===== config.mk =====
export PLATFORM = sky130hd
export DESIGN_NAME = sensor_debounce
export DESIGN_NICKNAME = d
export VERILOG_FILES = /design/src/rtl/sensor_debounce_pkg.sv /design/src/rtl/sensor_debounce_channel.sv /design/src/rtl/sensor_debounce.sv
export SDC_FILE = /design/constraint.sdc
export NUM_CORES = 1
export LEC_CHECK = 0
export CAP_MARGIN = 20
export CORE_MARGIN = 5
export CORE_UTILIZATION = 45
export DETAILED_ROUTE_END_ITERATION = 6
export GPL_TIMING_DRIVEN = 0
export PLACE_DENSITY_LB_ADDON = 0.25
export SETUP_SLACK_MARGIN = 0.4
export SLEW_MARGIN = 20
export SYNTH_ARGS = -nofsm -noshare
export SYNTH_HDL_FRONTEND = slang
export SYNTH_SLANG_ARGS = --single-unit

===== constraint.sdc =====
create_clock -name clk -period 4.8 [get_ports clk]
set_input_delay 0.72 -clock clk [delete_from_list [all_inputs] [get_ports clk]]
set_output_delay 0.72 -clock clk [all_outputs]
set_load 0.02 [all_outputs]

===== src/rtl/sensor_debounce_pkg.sv =====
// Shared types and default timing for the sensor debounce stage.
// Defaults assume a 12 MHz system clock.
package sensor_debounce_pkg;

  typedef enum logic [1:0] {
    ST_LOW    = 2'd0,
    ST_CHK_HI = 2'd1,
    ST_HIGH   = 2'd2,
    ST_CHK_LO = 2'd3
  } ch_state_e;

  localparam int unsigned DEF_DEBOUNCE_CYCLES = 120000;   // 10 ms
  localparam int unsigned DEF_STUCK_CYCLES    = 1200000;  // 100 ms
  localparam int unsigned NUM_CH              = 2;

  typedef struct packed {
    logic clean;
    logic rise;
  } ch_out_t;

  // The clean level is 1 in HIGH and while checking a possible fall.
  function automatic logic state_is_high(ch_state_e s);
    return (s == ST_HIGH) || (s == ST_CHK_LO);
  endfunction

endpackage


===== src/rtl/sensor_debounce_channel.sv =====
// One sensor channel: 2-FF synchroniser, debounce FSM with a saturating
// stable-sample counter, and a registered rising-edge pulse.
module sensor_debounce_channel
  import sensor_debounce_pkg::*;
#(
  parameter int unsigned DEBOUNCE_CYCLES = DEF_DEBOUNCE_CYCLES
) (
  input  logic    clk,
  input  logic    rst,
  input  logic    raw,
  output ch_out_t out
);

  localparam int unsigned CW = (DEBOUNCE_CYCLES > 1) ? $clog2(DEBOUNCE_CYCLES) : 1;
  localparam logic [CW-1:0] CNT_TC = CW'(DEBOUNCE_CYCLES - 1);

  logic [1:0]    sync_pipe;
  logic          sync;
  ch_state_e     state, state_nxt;
  logic [CW-1:0] cnt, cnt_nxt;
  logic          clean, clean_q, rise;

  // sync_pipe[0] may go metastable; only sync_pipe[1] is used downstream
  always_ff @(posedge clk) begin
    if (rst) sync_pipe <= '0;
    else     sync_pipe <= {sync_pipe[0], raw};
  end

  assign sync = sync_pipe[1];

  always_ff @(posedge clk) begin
    if (rst) begin
      state <= ST_LOW;
      cnt   <= '0;
    end else begin
      state <= state_nxt;
      cnt   <= cnt_nxt;
    end
  end

  // Leaving CHK_* at terminal count is what keeps the counter from wrapping
  always_comb begin
    state_nxt = state;
    cnt_nxt   = cnt;
    case (state)
      ST_LOW: begin
        if (sync) begin
          state_nxt = ST_CHK_HI;
          cnt_nxt   = '0;
        end
      end
      ST_CHK_HI: begin
        if (!sync)              state_nxt = ST_LOW;
        else if (cnt == CNT_TC) state_nxt = ST_HIGH;
        else                    cnt_nxt   = cnt + CW'(1);
      end
      ST_HIGH: begin
        if (!sync) begin
          state_nxt = ST_CHK_LO;
          cnt_nxt   = '0;
        end
      end
      ST_CHK_LO: begin
        if (sync)               state_nxt = ST_HIGH;
        else if (cnt == CNT_TC) state_nxt = ST_LOW;
        else                    cnt_nxt   = cnt + CW'(1);
      end
      default: state_nxt = ST_LOW;
    endcase
  end

  always_comb begin
    clean = state_is_high(state);
  end

  always_ff @(posedge clk) begin
    if (rst) begin
      clean_q <= 1'b0;
      rise    <= 1'b0;
    end else begin
      clean_q <= clean;
      rise    <= clean & ~clean_q;
    end
  end

  assign out.clean = clean;
  assign out.rise  = rise;

endmodule


===== src/rtl/sensor_debounce.sv =====
// Two-channel sensor conditioning: debounced levels, rise pulses, conflict
// flag and optional stuck-high fault (enabled by defining STUCK_DETECT_EN).
module sensor_debounce
  import sensor_debounce_pkg::*;
#(
  parameter int unsigned DEBOUNCE_CYCLES = DEF_DEBOUNCE_CYCLES,
  parameter int unsigned STUCK_CYCLES    = DEF_STUCK_CYCLES
) (
  input  logic clk,
  input  logic rst,
  input  logic s1_raw,
  input  logic s2_raw,
  output logic s1_clean,
  output logic s2_clean,
  output logic s1_rise,
  output logic s2_rise,
  output logic conflict,
  output logic stuck_flt
);

  logic    [NUM_CH-1:0] ch_raw;
  logic    [NUM_CH-1:0] ch_clean;
  ch_out_t [NUM_CH-1:0] ch_out;
  logic                 conflict_q;

  assign ch_raw = {s2_raw, s1_raw};

  for (genvar i = 0; i < NUM_CH; i++) begin : g_ch
    sensor_debounce_channel #(
      .DEBOUNCE_CYCLES(DEBOUNCE_CYCLES)
    ) u_ch (
      .clk (clk),
      .rst (rst),
      .raw (ch_raw[i]),
      .out (ch_out[i])
    );
    assign ch_clean[i] = ch_out[i].clean;
  end

  assign s1_clean = ch_out[0].clean;
  assign s2_clean = ch_out[1].clean;
  assign s1_rise  = ch_out[0].rise;
  assign s2_rise  = ch_out[1].rise;

  always_ff @(posedge clk) begin
    if (rst) conflict_q <= 1'b0;
    else     conflict_q <= &ch_clean;
  end

  assign conflict = conflict_q;

`ifdef STUCK_DETECT_EN
  localparam int unsigned HW = (STUCK_CYCLES > 1) ? $clog2(STUCK_CYCLES) : 1;
  localparam logic [HW-1:0] HI_TC = HW'(STUCK_CYCLES - 1);

  logic [NUM_CH-1:0] hi_hit;
  logic              stuck_q;

  // High-time counters saturate at terminal count; the fault itself is sticky
  for (genvar i = 0; i < NUM_CH; i++) begin : g_hi
    logic [HW-1:0] hi_cnt;

    always_ff @(posedge clk) begin
      if (rst || !ch_clean[i])  hi_cnt <= '0;
      else if (hi_cnt != HI_TC) hi_cnt <= hi_cnt + HW'(1);
    end

    assign hi_hit[i] = ch_clean[i] && (hi_cnt == HI_TC);
  end

  always_ff @(posedge clk) begin
    if (rst)          stuck_q <= 1'b0;
    else if (|hi_hit) stuck_q <= 1'b1;
  end

  assign stuck_flt = stuck_q;
`else
  logic stuck_cfg_unused;
  assign stuck_cfg_unused = (STUCK_CYCLES != 0);
  assign stuck_flt        = 1'b0;
`endif

endmodule


# == Word-level counts from Yosys, hierarchy flattened ==
# Index checks and enable logic that the tools add are counted.
# word_totals
register_bits,47
inputBits,4
out_inout_bits,6
# op_classes
addsub,2
eq_ne,20
n_mux,26
bitwise_logic,4
reduce_logical,9
# op_table
op,n
$mux 17,10
$pmux 17 s4,2
$add 17x1->17 const B,2
$eq 17x17->1 const B,2
$mux 2,12
$pmux 2 s4,2
$reduce_and 4->1,4
$eq 2x2->1 const B,4
$ne 2x1->1 const B,4
$ne 2x2->1 const B,4
$ne 3x1->1 const B,2
$ne 3x3->1 const B,2
$eq 2x1->1 const B,2
$logic_not 2->1,2
$and 1x1->1,2
$logic_or 1x1->1,2
$not 1->1,2
$reduce_and 2->1,1

# == Logic depth before layout (Yosys ltp) ==
# Gate-level depths: netlist (run 1).
# logic_depth
word_depth,4
ltp_mapped,7
ltp_nobuf,6

# == Hierarchy ==
# Synthesis (run 1) repeated with hierarchy kept, for this count alone.
# unflattened
cells_unflattened,272
hier_area_um2,2447.3
# by_module_without_submodules
mod,instances,cells_per_inst,area_per_inst_um2
sensor_debounce_channel,2,134,1203.7
sensor_debounce,1,4,40.0

# == Worst setup path before layout (run 1) ==
# OpenSTA, ideal clock, no wires.
# synth_path
path_kind,reg-to-reg
startpoint,register g_ch[1].u_ch.cnt[0]
endpoint,register g_ch[1].u_ch.cnt[13]
setup_time_ns,0.114
t_arrival_ns,1.800
path_slack_ns,2.886
stages_incl_launch_ff,8
path_buffers,1
path_cell_list,dfxtp_1 ha_1 inv_1 or4_4 o21a_1 buf_6 a21o_1 a21o_1
# synth_via
elab_chain_len,4
word_cells_on_any_way,6
cone_classes,add/sub: 1; eq/ne: 1; mux: 4
# synth_rtl
item,line,source
"start, declared",sensor_debounce_channel.sv:20,"logic [CW-1:0] cnt, cnt_nxt;"
"start signal, assigned",sensor_debounce_channel.sv:37,cnt <= cnt_nxt;
$add 17x1->17 / $eq 17x17->1 (equally long branches),-,
$mux 17 (*),"sensor_debounce_channel.sv:54, sensor_debounce_channel.sv:65",
"$mux 17, on equally long branches","sensor_debounce_channel.sv:64, sensor_debounce_channel.sv:53",
$pmux 17 s4 (*),sensor_debounce_channel.sv:45,case (state)
# Every way passes the cells marked *; elsewhere a longest branch is shown, timed or not. The select of a mux whose other input is x is not followed.
# A chain may end at the register's enable or synchronous reset.

==> results of run 1 <==
==> worst min-delay path by stage <==
stage / endpoint / slack (ps) / cells past startpoint
2_1_floorplan: g_ch[0].u_ch.rise / 370 / 1
3_3_place_gp: g_ch[0].u_ch.rise / 370 / 1
3_5_place_dp: g_ch[1].u_ch.rise / 380 / 1
4_1_cts: g_ch[1].u_ch.rise / 390 / 1
5_1_grt: g_ch[1].u_ch.rise / 410 / 1
6_report: g_ch[1].u_ch.rise / 400 / 1
==> power breakdown <==
part / total [µW] / switching, µW / leakage (µW) / internal [µW]
Sequential: 393 / 1.36 / 0.000379 / 392
Combinational: 22.9 / 13.4 / 0.000438 / 9.53
Clock: 298 / 129 / 0.0000612 / 168
Total: 714 / 144 / 0.000879 / 570
==> state kept, by name, indices dropped and copies added, names as in the netlist, named ones only <==
register,count
conflict,1
g_ch.u_ch.cnt,34
g_ch.u_ch.rise,2
g_ch.u_ch.sync_pipe,4
g_ch.u_ch.clean_q,2
g_ch.u_ch.state,2
==> kinds of logic after synthesis <==
group | Yosys count | share of synthesized area
compound gates | 33 | 0.116
xor+xnor | 20 | 0.0813
fa+ha+maj | 2 | 0.0116
buf+inv | 13 | 0.0319
flops | 47 | 0.436
mux | 2 | 0.00987
other cells | 1 | 0.00174
simple gates | 128 | 0.312
==> placed cells by master, fill, tap and decap left out, types with 5 or more instances in the layout <==
cell / count
and3_1: 6
a21o_1: 6
clkbuf_8: 6
inv_1: 5
nand4_1: 7
xor2_1: 14
clkdlybuf4s50_1: 8
nor3_1: 11
nand3_1: 26
o21ai_0: 8
xnor2_1: 6
or3_1: 5
nand2_1: 21
nor2b_1: 8
nor2_1: 27
dfxtp_1: 47
==> layout make-up <==
class | count | area share
Buffer | 8 | 0.0207
Clock buffer | 6 | 0.0341
Clock inverter | 2 | 0.0145
Inverter | 5 | 0.00775
Multi-Input combinational cell | 186 | 0.473
Sequential cell | 47 | 0.389
Tap cell | 54 | 0.0279
Timing Repair Buffer | 8 | 0.0331
==> synthesized netlist by cell type (all sizes together) (2+ instances only) <==
cell type / count / area (µm²)
a21oi: 6 / 37.5
nor4: 2 / 12.5
nor4bb: 2 / 20.0
nor3: 12 / 65.1
dfxtp: 47 / 941
nand2: 21 / 78.8
nor2: 27 / 101
xor2: 14 / 123
or3: 7 / 46.3
ha: 2 / 25.0
a21o: 8 / 62.6
xnor2: 6 / 52.6
a22o: 2 / 20.0
nor2b: 8 / 50.1
clkbuf: 4 / 15.0
o21ai: 10 / 53.8
nand4: 8 / 56.3
or4: 2 / 18.8
inv: 5 / 18.8
and3: 6 / 37.5
nand3: 26 / 130
buf: 4 / 35.0
==> stage by stage <==
step	hold slack (ps)	instance area [µm²]
CTS	392	2420
global route	406	2420
detailed placement	381	2300
floorplan	367	2160
global placement	370	2300
finish	395	2420
==> critical path, stage by stage <==
cell and delay (ps):
clkdlybuf4s50_1 570, nand2b_1 280, nor2_1 210, o21ai_0 150, buf_2 210, or3_2 450, nand3_1 80
==> routing by layer <==
metal / GRT usage / vias to the layer above / part of all wire
met5: 0 / - / 0
met4: 0.0653 / 0 / 0.020
met3: 0.0442 / 8 / 0.030
met2: 0.232 / 14 / 0.48
met1: 0.176 / 786 / 0.47
li1: - / 890 / -
==> qor.yml, run 1 <==
ir_drop_v: 0.000179
fin_setup_tns_ps: 0
maxSlewHeadroom: 0.504
n_antenna_cell: 0
ys_seq_area_frac: 0.436
synth-seq-cells: 47
fillers: 449
hold_start: "g_ch[1].u_ch.clean_q"
setup_viol: 0
drive_gt1_frac: 0.103
avgViaCountPerCell: 5.37
grt_setup_unrepaired: "no"
grt_antenna_before_repair: 0
yosysWarnings: 0
crit_path_end: "g_ch[1].u_ch.cnt[3]"
cts.repair.resized: 0
seqCellArea_um2: 941
cts_tree: "yes"
post-route-util: 0.516
worst_slack_ps: 2370
root_buffer: "clkbuf_8"
maxCapViolCount: 0
post-route-period-util: 0.507
crit_start: "rst"
r2r_setup_slack_ps: 2690
rr_endpoint: "g_ch[1].u_ch.cnt[13]"
leakage_uw: 0.000879
grt_pass1_wl_um: 7130
rr_startpoint: "g_ch[1].u_ch.cnt[0]"
gr-usage-all-layers: 0.144
vias: 1698
grt_max_degree: 15
first_iter_violations: 65
netlist_area_um2: 2160
ant_nets: 0
globalplace.congestion: 0.825
fmax_mhz: 411
clock_latency_ps: 300
routed_wl_um: 4070
fp.coreArea_um2: 4690
syn-num-nets: 252
start_kind: "input pin"
dp_cells: 308
areaGrowthSynthToFinish_pct: 12.3
multi_input_area_um2: 1150
dp_hpwl_um: 2920
die_w_um: 79.2
path_max_fanout: 10
cts_setup_buffers: 0
post-route-min-period_ps: 2430
cts_inserted_buffers: 5
tightest_slew_ps: 738
finalHoldViolCount: 0
drv_slew: 0
hold_path.class: "flip-flop to flip-flop"
critPathKind: "input pin to flip-flop"
post-place-ws_ps: 2070
io_buffers: 8
end_kind: "flip-flop"
hold_buffers: 0
yosys.cell_types.count: 49
fin_cells: 316
avgRoutedWirePerCell_um: 12.9
firstDrtPassIters: 4
finalClockSkew_ps: 2.81
status: "complete, no violations"
syn_inst: 246
synth_flop_cell: "dfxtp_1"
fp.dieArea_um2: 6280
h-tree-depth: 2
first_global_vias: 1522
r2r_cells: 7
synth-edff-count: 0
final_nets: 267
cts_buffer_depth: 2
drc_errors: 0
powerDensity_nw_per_um2: 295
synth-async-reset-ratio: 0
die_h_um: 79.2
cp.arrival_ps: 2680
path_clk_slew_ps: 80
start_util: 0.459
avgSynthCellArea_um2: 8.76
clkSinkCount: 47
finalPower_uw: 714
cp.required_ps: 5050
rows: 25
grt_overflow: 0
num_io_pins: 10
Note: power is estimated with default switching activity, not from simulation.
==> run 2: changes to the inputs <==
==> constraint.sdc (replaced) <==
create_clock -name clk -period 2.4 [get_ports clk]
set_input_delay 0.36 -clock clk [delete_from_list [all_inputs] [get_ports clk]]
set_output_delay 0.36 -clock clk [all_outputs]
set_load 0.02 [all_outputs]
==> run 2 against run 1 <==
Compared with the run above:
- die area unchanged
- clock power increased by 100%
- non-clock buffer count increased by 4
- clock skew increased by 1.9 ps
- design area increased by 2.8%
- hold slack about the same
- count of clock-buffer cells in the layout unchanged
- cell count increased by 1.3%
- via count increased by 1.1%
- combinational power increased by 120%
- global-route usage about the same
- wire length increased by 2.2%
- critical path type is now flip-flop to flip-flop
==> qor.yml, run 2 (same netlist as run 1, synthesis figures left out) <==
status: "complete, no violations"
finalHoldViolCount: 0  # unchanged
p_seq_frac: 0.548  # -0.003
drc_errors: 0  # unchanged
path_max_fanout: 6  # -4
dp_hpwl_um: 2920  # unchanged
fp.coreArea_um2: 4690  # unchanged
cts_tree: "yes"
finalClockSkew_ps: 4.73  # +1.92 ps
r2r_cells: 6  # -1
num_io_pins: 10  # unchanged
vias: 1717  # +1.1%
first_iter_violations: 62  # -4.6%
ir_drop_v: 0.000372  # +110%
powerDensity_nw_per_um2: 576  # +95%
avgRoutedWirePerCell_um: 13.0  # +0.93%
p_int_uw: 1140  # +100%
cp.arrival_ps: 2180  # -500 ps
grt_max_degree: 15  # unchanged
rr_endpoint: "g_ch[1].u_ch.cnt[11]"
avgViaCountPerCell: 5.37  # -0.15%
leakage_uw: 0.000906  # +3.1%
switchingPower_uw: 291  # +100%
r2r_setup_slack_ps: 470  # -2220 ps
holdPathEnd: "g_ch[1].u_ch.rise"
die_w_um: 79.2  # unchanged
largest_reg_flops: 34  # unchanged
n_antenna_cell: 0  # unchanged
fmax_mhz: 518
p_comb_frac: 0.036  # +0.004
slowest_delay_ps: 570  # about the same
clkPwrFrac: 0.416  # about the same
timing.hold.ws_ps: 395  # +0.177 ps
switching_share: 0.203  # +0.000977
rr_startpoint: "g_ch[1].u_ch.cnt[7]"
cts_buffer_depth: 2  # unchanged
ant_nets: 0  # unchanged
hold_start: "g_ch[1].u_ch.clean_q"
cpLargestDelayFamily: "simple AND/OR/NAND/NOR gates"
path_clk_slew_ps: 80  # about the same
final_cell_mix: "dfxtp_1 (39), nor2_1 (27), nand3_1 (26)"
drive_gt1_frac: 0.162  # +0.0586
multi_input_area_um2: 1170  # +2.1%
grt_antenna_before_repair: 0  # unchanged
grt_pass1_wl_um: 7170  # +0.49%
hold_path.class: "flip-flop to flip-flop"
root_buffer: "clkbuf_8"
drv_slew: 0  # unchanged
die_h_um: 79.2  # unchanged
areaGrowthSynthToFinish_pct: 15.4
cp.required_ps: 2650  # -2400 ps
fp.dieArea_um2: 6280  # unchanged
final_common_cell: "dfxtp_1"
grt_setup_unrepaired: "no"
h-tree-depth: 2  # unchanged
top_register: "g_ch.u_ch.cnt"
critPathKind: "flip-flop to flip-flop"
globalplace.congestion: 0.825  # unchanged
maxCapViolCount: 0  # unchanged
post-route-period-util: 0.804
end_kind: "flip-flop"
setup_viol: 0  # unchanged
crit_slowest_cell: "or4_4"
gr-usage-all-layers: 0.145  # +0.000478
maxSlewHeadroom: 0.589  # +0.0853
finalPower_uw: 1430  # +100%
final_nets: 271  # +1.5%
routed_wl_um: 4160  # +2.2%
tightest_slew_ps: 610  # -128 ps
reg_top3: "g_ch.u_ch.cnt (34), g_ch.u_ch.sync_pipe (4)"
hold-path-cell-count: 1  # unchanged
first_global_vias: 1527  # +0.33%
start_util: 0.459  # unchanged
clkSinkCount: 47  # unchanged
crit_buf_inv: 1  # -1
seqCellArea_um2: 953  # +1.3%
fillers: 439  # -2.2%
io_buffers: 8  # unchanged
clock_latency_ps: 300  # about the same
rows: 25  # unchanged
grt_overflow: 0  # unchanged
post-route-min-period_ps: 1930
start_kind: "flip-flop"
cts_inserted_buffers: 5  # unchanged
cp.depth: 6  # -1
firstDrtPassIters: 4  # unchanged
cp_cell_sequence: "nand4bb_1 > or4_4 > o32ai_4 > buf_4 > a21o_2 > a22o_2"
==> run 2: per-layer routing <==
layer	share of wire	up-vias	wire length, µm	track usage
li1	-	904	-	-
met2	0.49	19	2040	0.231
met1	0.47	789	1950	0.179
met5	0	-	0	0
met3	0.029	5	119	0.0442
met4	0.011	0	46	0.0653
==> run 2: repair_timing <==
action	4_1_cts	5_1_grt
hold buffers	0	0
resized for setup	6	12
pin swaps	1	3
gates cloned	0	1
endpoints found under the setup margin	14	27
setup buffers	0	3
==> run 2: area by class of cell <==
cell class                 count  share of cell area
sequential                    47               0.383
inverter                       5             0.00754
tap                           54              0.0271
clock buffer                   6              0.0332
clock inverter                 2              0.0141
buffer                         8              0.0211
timing repair buffer          12              0.0437
multi-input combinational    186               0.470
==> run 2: power groups by stage <==
stage	Sequential (µW)	Combinational (µW)	Clock, µW
final	785	51.4	596
after detailed placement	804	46.5	0
after global placement	804	46.2	0
after floorplan	804	32.3	0
after global routing	786	57.1	652
after CTS	786	46.1	620
==> run 2: worst max path at each step <==
stage,startpoint,endpoint
final,g_ch[1].u_ch.cnt[7],g_ch[1].u_ch.cnt[11]
after global routing,g_ch[1].u_ch.cnt[7],g_ch[1].u_ch.cnt[12]
after CTS,g_ch[1].u_ch.cnt[0],g_ch[1].u_ch.cnt[13]
after detailed placement,rst,g_ch[1].u_ch.cnt[3]
after global placement,rst,g_ch[1].u_ch.cnt[3]
after floorplan,g_ch[1].u_ch.cnt[0],g_ch[1].u_ch.cnt[7]
==> run 2: through the flow <==
stage | setup slack [ps] | utilization | instances | cell area [µm²] | setup TNS (ps)
after global placement | -8.50 | 0.491 | 308 | 2300 | -8.50
after CTS | 399 | 0.518 | 316 | 2430 | 0
after floorplan | 486 | - | 246 | 2160 | 0
after global routing | 393 | 0.530 | 320 | 2490 | 0
after detailed placement | 27.6 | 0.491 | 308 | 2300 | 0
final | 471 | 0.530 | 320 | 2490 | 0
